==> src/rtl/fifo_sync_ctrl.sv <==
// rtl/fifo_sync_ctrl.sv - single-clock FIFO controller driving a registered-read dual-port RAM
//
// Purpose: accepts push/pop requests, drives the RAM write and read ports, returns
// read data with a 1-cycle valid strobe, and maintains occupancy, status flags and
// sticky error flags.
//
// Ports:
//   clk, rst                      clock (rising edge), asynchronous active-high reset
//   wr_en, wr_data                push request and data
//   rd_en                         pop request
//   rd_data, rd_valid             pop data (RAM passthrough) and its strobe
//   full, empty                   registered occupancy limits
//   almost_full, almost_empty     registered programmable thresholds
//   count                         occupancy 0..DEPTH
//   overflow, underflow           sticky error flags, cleared only by reset
//   ram_w_en/addr/data            RAM write port
//   ram_r_en/addr, ram_r_data     RAM read port (data arrives one cycle after ram_r_en)

module fifo_sync_ctrl #(
  parameter int ADDR_WIDTH = 10,
  parameter int DATA_WIDTH = 32,
  parameter int AF_LEVEL   = (2 ** ADDR_WIDTH) - 4,
  parameter int AE_LEVEL   = 4
) (
  input  logic                  clk,
  input  logic                  rst,
  input  logic                  wr_en,
  input  logic [DATA_WIDTH-1:0] wr_data,
  input  logic                  rd_en,
  output logic [DATA_WIDTH-1:0] rd_data,
  output logic                  rd_valid,
  output logic                  full,
  output logic                  empty,
  output logic                  almost_full,
  output logic                  almost_empty,
  output logic [ADDR_WIDTH:0]   count,
  output logic                  overflow,
  output logic                  underflow,
  output logic                  ram_w_en,
  output logic [ADDR_WIDTH-1:0] ram_w_addr,
  output logic [DATA_WIDTH-1:0] ram_w_data,
  output logic                  ram_r_en,
  output logic [ADDR_WIDTH-1:0] ram_r_addr,
  input  logic [DATA_WIDTH-1:0] ram_r_data
);

  localparam int DEPTH = 2 ** ADDR_WIDTH;
  localparam logic [ADDR_WIDTH:0] DEPTH_V = (ADDR_WIDTH + 1)'(DEPTH);
  localparam logic [ADDR_WIDTH:0] AF_V    = (ADDR_WIDTH + 1)'(AF_LEVEL);
  localparam logic [ADDR_WIDTH:0] AE_V    = (ADDR_WIDTH + 1)'(AE_LEVEL);
  localparam logic [ADDR_WIDTH:0] ONE     = (ADDR_WIDTH + 1)'(1);

  // Pointers carry one extra bit so they roll over modulo 2*DEPTH; only the low
  // ADDR_WIDTH bits address the RAM.
  logic [ADDR_WIDTH:0] wr_ptr_q, wr_ptr_d;
  logic [ADDR_WIDTH:0] rd_ptr_q, rd_ptr_d;
  logic [ADDR_WIDTH:0] count_q, count_d;
  logic full_q, full_d;
  logic empty_q, empty_d;
  logic af_q, af_d;
  logic ae_q, ae_d;
  logic rd_valid_q, rd_valid_d;
  logic overflow_q, overflow_d;
  logic underflow_q, underflow_d;

  logic push_ok;
  logic pop_ok;

  always_comb begin
    // Gating on the registered flags keeps a same-cycle push/pop from ever hitting
    // the same RAM address, and makes a push while full fail even if a pop frees space.
    push_ok = wr_en & ~full_q;
    pop_ok  = rd_en & ~empty_q;

    wr_ptr_d = wr_ptr_q;
    rd_ptr_d = rd_ptr_q;
    count_d  = count_q;
    if (push_ok) wr_ptr_d = wr_ptr_q + ONE;
    if (pop_ok)  rd_ptr_d = rd_ptr_q + ONE;
    case ({push_ok, pop_ok})
      2'b10:   count_d = count_q + ONE;
      2'b01:   count_d = count_q - ONE;
      default: count_d = count_q;
    endcase

    // Flags are derived from the next count so they are exact the cycle after the edge.
    full_d  = (count_d == DEPTH_V);
    empty_d = (count_d == '0);
    af_d    = (count_d >= AF_V);
    ae_d    = (count_d <= AE_V);

    rd_valid_d  = pop_ok;
    overflow_d  = overflow_q | (wr_en & full_q);
    underflow_d = underflow_q | (rd_en & empty_q);
  end

  always_ff @(posedge clk or posedge rst) begin
    if (rst) begin
      wr_ptr_q    <= '0;
      rd_ptr_q    <= '0;
      count_q     <= '0;
      full_q      <= 1'b0;
      empty_q     <= 1'b1;
      af_q        <= 1'b0;
      ae_q        <= 1'b1;
      rd_valid_q  <= 1'b0;
      overflow_q  <= 1'b0;
      underflow_q <= 1'b0;
    end else begin
      wr_ptr_q    <= wr_ptr_d;
      rd_ptr_q    <= rd_ptr_d;
      count_q     <= count_d;
      full_q      <= full_d;
      empty_q     <= empty_d;
      af_q        <= af_d;
      ae_q        <= ae_d;
      rd_valid_q  <= rd_valid_d;
      overflow_q  <= overflow_d;
      underflow_q <= underflow_d;
    end
  end

  assign ram_w_en     = push_ok;
  assign ram_w_addr   = wr_ptr_q[ADDR_WIDTH-1:0];
  assign ram_w_data   = wr_data;
  assign ram_r_en     = pop_ok;
  assign ram_r_addr   = rd_ptr_q[ADDR_WIDTH-1:0];

  assign rd_data      = ram_r_data;
  assign rd_valid     = rd_valid_q;
  assign full         = full_q;
  assign empty        = empty_q;
  assign almost_full  = af_q;
  assign almost_empty = ae_q;
  assign count        = count_q;
  assign overflow     = overflow_q;
  assign underflow    = underflow_q;

endmodule

==> config.mk <==
export PLATFORM = sky130hd
export DESIGN_NAME = fifo_sync_ctrl
export DESIGN_NICKNAME = d
export VERILOG_FILES = /design/src/rtl/fifo_sync_ctrl.sv
export SDC_FILE = /design/constraint.sdc
export NUM_CORES = 1
export LEC_CHECK = 0
export BUFFER_PORTS_ARGS = -buffer_cell sky130_fd_sc_hd__buf_4
export CORE_AREA = 2 2 80 82
export DETAILED_ROUTE_END_ITERATION = 6
export DIE_AREA = 0 0 82 84
export PLACE_DENSITY = 0.84
export SETUP_SLACK_MARGIN = 0.5
export SLEW_MARGIN = 25
export SYNTH_ARGS = -nofsm -noshare
export SYNTH_HDL_FRONTEND = slang
export SYNTH_SLANG_ARGS = --single-unit
==> constraint.sdc <==
create_clock -name clk -period 5 [get_ports clk]
set_clock_uncertainty 0.1 [all_clocks]
set_input_delay 0.25 -clock clk [delete_from_list [all_inputs] [get_ports clk]]
set_output_delay 0.25 -clock clk [all_outputs]
set_load 0.1 [all_outputs]
==> results by group, run 1 <==
Outcome
  – Outcome: complete, no violations

Clock network
  – Clk_lat worst skew: 0.29 ns
  – Clock H-tree levels: 2
  – Bufs on Longest Clock Path: 2
  – CTS Buf Count: 5
  – CTS tree: yes
  – Root Driver: clkbuf_8
  – CTS Sinks: 38
  – Clk slew on worst S/H paths: approximately 0.07 ns

Worst setup path
  – Worst Setup End Kind: flip-flop
  – Arr. time, crit path: 4.16 ns
  – Bufs and invs on worst path: 2
  – Worst EP required: 5.08 ns
  – Setup CP Type: flip-flop to flip-flop
  – CP max stage delay: 0.55 ns
  – CP top delay family: simple AND/OR/NAND/NOR gates
  – Crit-path cells: nand2b_1 -> inv_1 -> nand2_2 -> xnor2_1 -> ha_1 -> nor4_1 -> a31oi_1 -> a31oi_1 -> o221ai_1 -> a221oi_1 -> xnor2_1 -> inv_1 -> nor4_1
  – CP Launch Type: flip-flop
  – Crit-path slowest cell: dfstp_2
  – CP Max Fanout: 14

Logic synthesis
  – Seq/Total Area, Yosys: 35.10%
  – Post-synth top flop: dfrtp_1
  – Syn nets: 381
  – Ys Warns: 0
  – Top cell type's share of synthesized area: about a third
  – Netlist cell types: 56
  – #FFs+latches synth: 38
  – Syn Std Cell Area: 2716 um^2
  – Syn Inst Count: 308
  – Synth top area cells: dfrtp_1 33%, buf_4 18%, xnor2_1 8.1%
  – Mean area per synthesized cell: 8.819 um^2
  – EDFF count, synth: 0
  – Post-synth top area cell: dfrtp_1
  – Async SR Flop Fraction: 100.0%

GRT
  – Largest net degree at the start of global routing: 39
  – First-pass GRT wire length: 9473 um
  – GRT Total Usage: approximately 18%
  – Initial antenna violation count: 0
  – Via count of the first global-routing pass: 1988
  – GR Overflow Total: 0

Final layout
  – Reg area: 953.4 um^2
  – Leading cell type in the layout, fill and taps excluded: buf_4
  – Fill cells: 574
  – Layout area overhead: 0.5528%
  – Multi-input logic area: around 1200 um^2
  – Antenna diodes: 0
  – Commonest non-fill, non-tap cells in the layout: 45 x buf_4, 36 x dfrtp_1, 28 x nand2_1, 25 x xnor2_1, 14 x inv_1
  – Share of layout cells above drive strength 1: a little under a quarter
  – Final Core Density: 44.81%
  – Final #Nets: 358

STA
  – Final period util: 81.68%
  – Slew @ Worst Pin: ~0.56 ns
  – Slew Limit Fails: 0
  – Final critical-path required period: about 4 ns
  – Slew margin rel.: 62.55%
  – Worst hold slack: a little over 0.07 ns
  – Max frequency: 244.9 MHz
  – Setup TNS: 0 ns
  – Unrepaired setup endpoints after global routing: false
  – # setup viols final: 0
  – Fin. Hold Viols: 0

Placement
  – I/O Buffers: 43
  – DP Wirelength: 4298 um
  – GPL Wtd Cong: 0.9520

Detailed routing
  – Total Routed Length: 5840 um
  – Vias per std cell: 5.766
  – ANT nets after route: 0
  – Via count: 2093
  – Pre-antenna DRT Iters: 4
  – DRC: 0
  – Iteration-0 DRC Markers: 170
  – Routed len/inst: between 15 and 20 um

Die
  – Die ar.: between 6000 and 7000 um^2
  – Die Wd: approximately 80 um
  – Top-Level Pins: around 170
  – Core Region: 6096 um^2
  – Initial core utilization: between 40% and 50%
  – Die Height: roughly 84 um
  – FP Rows: 29

Pwr
  – Pwr Total: 2318 uW
  – Peak VDD IR: ~0.00050 V
  – Pwr Density: 848.7 nW/um^2
  – Leak pwr: 0.001219 uW

Hold path
  – Min-Delay Path Class: input port to flip-flop

Job
  – Max-cap violations: 0
synthesized netlist by cell type (3+ instances only):
cell type  instances
buf_4             64
dfrtp_1           36
nand2_1           29
xnor2_1           25
inv_1             14
nand3_1           12
nor2_1            12
nor3_1            10
o21ai_0           10
a21oi_1            9
nand4_1            7
a31oi_1            5
ha_1               5
o22ai_1            5
clkbuf_1           4
nor2b_1            4
buf_1              3
buf_2              3
nor4_1             3
xor2_1             3
sequential cells by signal, summed over array words and instances, names as in the netlist:
signal / count
almost_empty: 1
almost_full: 1
count: 11
empty: 1
full: 1
overflow: 1
rd_ptr_q: 10
rd_valid: 1
underflow: 1
wr_ptr_q: 10
layer usage:
layer / share of wire [%] / GRT usage, % / up-vias
li1: - / - / 953
met1: 41 / 22.42 / 1004
met2: 48 / 27.94 / 121
met3: 9.8 / 5.736 / 15
met4: 1.4 / 5.303 / 0
met5: 0 / 0 / -
cell families (layout without fill, tap and decap cells):
kind of cell               count (synthesis)  count (layout)  share of synthesized area, %
xor gates and xnor gates                  28              28                         9.028
AOI/OAI and AO/OA                         53              53                         14.10
DFF                                       38              38                         35.10
muxes                                      1               1                        0.4145
buffers and inverters                     92              70                         22.02
and+or+nand+nor                           91              91                         17.04
adders and majority gates                  5               5                         2.303
layout make-up:
| cell class | instances | area share, % |
|---|---|---|
| clock buffer | 7 | 2.794 |
| clock inverter | 1 | 1.099 |
| inverter | 16 | 2.199 |
| multi-input combinational | 178 | 42.74 |
| sequential | 38 | 34.91 |
| tap | 77 | 3.527 |
| timing repair buffer | 46 | 12.73 |
metrics by stage:
stage	cell area (um^2)	setup slack (ns)	instances
floorplan	2716	1.166	308
global placement	2613	1.162	354
detailed placement	2613	0.9460	354
CTS	2729	0.9181	363
global route	2731	0.5841	363
finish	2731	0.9162	363
report_power, final:
| group | switching (uW) | internal, uW | total [uW] |
|---|---|---|---|
| Sequential | 182 | 415 | 598 |
| Clock | 106 | 149 | 255 |
| Combinational | 1110 | 354 | 1470 |
worst paths after layout:
check	from	endpoint	slack (ns)	cells after the start
max	empty	empty	0.92	13
min in group asynchronous	rst	wr_ptr_q[3]	0.53	4
min reg2reg	overflow	overflow	0.36	1
min	rd_en	underflow	0.07	2
max in group asynchronous	rst	empty	3.92	4
max reg2reg	empty	empty	0.92	13
repair_timing:
action	in CTS	in global routing
hold endpoints to repair	36	0
setup endpoints to repair	0	2
gates resized for setup	0	1
hold buffers	1	0
setup buffers	0	0
(Power assumes the default switching activity.)
==> run 2: changes to the inputs <==
--- a/config.mk
+++ b/config.mk
@@ -5,11 +5,12 @@
 export SDC_FILE = /design/constraint.sdc
 export NUM_CORES = 1
 export LEC_CHECK = 0
+export ABC_AREA = 1
 export BUFFER_PORTS_ARGS = -buffer_cell sky130_fd_sc_hd__buf_4
-export CORE_AREA = 2 2 80 82
+export CORE_AREA = 2 2 89 91
 export DETAILED_ROUTE_END_ITERATION = 6
-export DIE_AREA = 0 0 82 84
-export PLACE_DENSITY = 0.84
+export DIE_AREA = 0 0 91 93
+export PLACE_DENSITY = 0.76
 export SETUP_SLACK_MARGIN = 0.5
 export SLEW_MARGIN = 25
 export SYNTH_ARGS = -nofsm -noshare
==> constraint.sdc (replaced) <==
create_clock -name clk -period 3.5 [get_ports clk]
set_clock_uncertainty 0.1 [all_clocks]
set_input_delay 0.175 -clock clk [delete_from_list [all_inputs] [get_ports clk]]
set_output_delay 0.175 -clock clk [all_outputs]
set_load 0.1 [all_outputs]
==> run 2 against run 1 <==
Maximum frequency grew 51%. Power is 45% higher. Sequential power increased by 36%. Worst hold slack improved by 0.029 ns. First-iteration DRC count is 29% lower. Cell count is 24% higher. Area after synthesis rose by 7.1%. Synthesized cell count up 19%. Sequential share of layout area fell by 2.3 points. Critical path type unchanged. Highest routed layer unchanged.
==> results by group, run 2 <==
Outcome
  – Outcome: complete, no violations

GRT
  – Met2 usage: 25.74%
  – GR Util met3: 3.948%
  – GRT Total Usage: 15.27%
  – Largest net degree at the start of global routing: 30
  – M1 GR Usage: a little under a fifth
  – Via count of the first global-routing pass: 2081
  – Initial antenna violation count: 0
  – GR Overflow Total: 0
  – Gr busiest metal: met2
  – First-pass GRT wire length: 10290 um

Logic synthesis
  – Seq/Total Area, Yosys: between 30% and 40%
  – #FFs+latches synth: 38
  – Most common cell in the netlist: nand2_1
  – Post-synth top area cell: dfrtp_1
  – Synth cell count leaders: 79 x nand2_1, 64 x buf_4, 36 x dfrtp_1, 34 x inv_1, 27 x nand3_1
  – Mean area per synthesized cell: 7.973 um^2
  – EDFF count, synth: 0
  – Syn nets: ~440
  – Async SR Flop Fraction: 100.0%
  – Netlist cell types: 35
  – Ys Warns: 0
  – Syn Std Cell Area: 2910 um^2
  – Top cell type's share of synthesized area: 30.95%
  – Synth top area cells: dfrtp_1 31%, buf_4 17%, nand2_1 10%
  – Post-synth top flop: dfrtp_1
  – Syn Inst Count: 365

Hold path
  – Hold path depth: 3
  – Min-Delay Path Class: input port to flip-flop
  – Hold-critical path endpoint: underflow
  – Hold Crit Start: rd_en

Placement
  – I/O Buffers: 43
  – Dpl ws: 0.8001 ns
  – Placed cells: 441
  – GPL Wtd Cong: 0.9190
  – DP Wirelength: 4958 um

Detailed routing
  – Iteration-0 DRC Markers: 121
  – DRC: 0
  – Total Routed Length: 6294 um
  – Vias per std cell: 4.760
  – Routed len/inst: 13.99 um
  – ANT nets after route: 0
  – Via count: 2142
  – Pre-antenna DRT Iters: 4

Worst setup path
  – CP Launch Type: flip-flop
  – Worst reg2reg path endpoint: full
  – FF-to-FF setup slack: about 0.8 ns
  – Worst EP required: 3.62 ns
  – Arr. time, crit path: 2.82 ns
  – R2r startpoint: full
  – CP Max Fanout: 17
  – Worst Setup End Kind: flip-flop
  – Worst r2r path cells: 9
  – Setup CP Type: flip-flop to flip-flop

STA
  – Max frequency: 370.2 MHz
  – Setup ws final: 0.7986 ns
  – Final period util: between 70 and 80%
  – Final critical-path required period: ~2.7 ns
  – Unrepaired setup endpoints after global routing: false
  – Fin. Hold Viols: 0
  – Slew margin rel.: 60.27%
  – Slew @ Worst Pin: between 0.5 and 0.6 ns
  – Slew Limit Fails: 0
  – # setup viols final: 0
  – Worst hold slack: 0.09953 ns
  – Setup TNS: 0 ns

Pwr
  – Pwr Total: 3360 uW
  – Leak pwr: about 0.0015 uW
  – Peak VDD IR: slightly below 0.0006 V
  – Pwr Density: roughly 1100 nW/um^2

Final layout
  – Layout area overhead: 0.7308%
  – Commonest non-fill, non-tap cells in the layout: 79 x nand2_1, 44 x buf_4, 35 x dfrtp_1, 33 x inv_1, 27 x nand3_1
  – Leading cell type in the layout, fill and taps excluded: nand2_1
  – Antenna diodes: 0
  – Max reg flops: 11
  – Final #Nets: 420
  – Share of layout cells above drive strength 1: around 30%
  – Finished Layout Cells: 450

Clock network
  – Clock H-tree levels: 2
  – Root Driver: clkbuf_8
  – CTS tree: yes
  – CTS Buf Count: 5
  – Bufs on Longest Clock Path: 2
  – Clk_lat worst skew: 0.29 ns
  – CTS resizes: 0
  – CTS Sinks: 38
  – Clk slew on worst S/H paths: 0.07 ns

Die
  – Die ar.: ~8500 um^2
  – Core Region: 7527 um^2
  – FP Rows: 32
  – Top-Level Pins: approximately 170
  – Initial core utilization: 38.66%
  – Die Wd: roughly 91 um
  – Die Height: 93 um

Job
  – Max-cap violations: 0
## run 2: cell types whose count changed in the layout (fill, tap and decap cells not counted), moves of 6 or more
cell	before	now
nand2_1	28	79
inv_1	14	33
nand2_2	1	18
xnor2_1	25	8
nand3_1	12	27
xor2_1	3	12
a21oi_1	9	2
nor2_2	0	7
nor3_1	10	3
nand3_2	0	6
o21ai_0	10	4
## run 2: worst max-delay path by stage
| stage | slack (ns) | depth (start not counted) | startpoint | end |
|---|---|---|---|---|
| floorplan | 0.72 | 15 | full | almost_full |
| global placement | 0.87 | 12 | empty | full |
| detailed placement | 0.80 | 9 | full | full |
| CTS | 0.79 | 9 | full | full |
| global route | 0.55 | 12 | empty | full |
| finish | 0.80 | 9 | full | full |
## run 2: critical path: stages (launching register included)
cell and delay, ns:
dfrtp_2 0.44, inv_2 0.08, nand2_4 0.11, ha_1 0.43, inv_1 0.49, o21ai_0 0.21, or2_2 0.33, nor3_1 0.23
nand3_2 0.11, nor2_1 0.09
## run 2: layout make-up
type / count / area (um^2)
clock buffer: 7 / 86.33
timing repair buffer: 45 / 340.3
fill: 775 / 4596
sequential: 38 / 954.7
multi-input combinational: 220 / 1279
tap: 102 / 127.6
clock inverter: 1 / 5.005
inverter: 37 / 138.9
## run 2: through the flow
| stage | util, % | instance area [um^2] |
|---|---|---|
| finish | 38.95 | 2932 |
| global route | 38.95 | 2932 |
| CTS | 38.95 | 2932 |
| detailed placement | 37.60 | 2830 |
| global placement | 37.60 | 2830 |
| floorplan | - | 2917 |
## run 2: layer usage
| metal | up-vias | share of wire [%] |
|---|---|---|
| met5 | - | 0 |
| met4 | 0 | 3.1 |
| met3 | 23 | 7.5 |
| met1 | 993 | 40 |
| li1 | 1042 | - |
| met2 | 84 | 49 |
## run 2: timing repair
action	in CTS	in global routing
setup buffers	0	0
hold endpoints to repair	27	0
hold buffers	1	0
## run 2: report_power, final
group	internal, uW	total, uW	leakage (uW)	switching [uW]
clock	159	302	0.0000482	144
combinational	496	2240	0.000973	1750
sequential	596	812	0.000450	216
## run 2: cell families (layout without fill, tap and decap cells)
group | Yosys count | in the layout | synth area share, %
compound gates | 15 | 15 | 3.870
xor+xnor | 20 | 20 | 6.019
fa+ha+maj | 5 | 5 | 2.150
buf+inv | 107 | 90 | 23.47
flops | 38 | 38 | 32.76
simple gates | 180 | 180 | 31.73
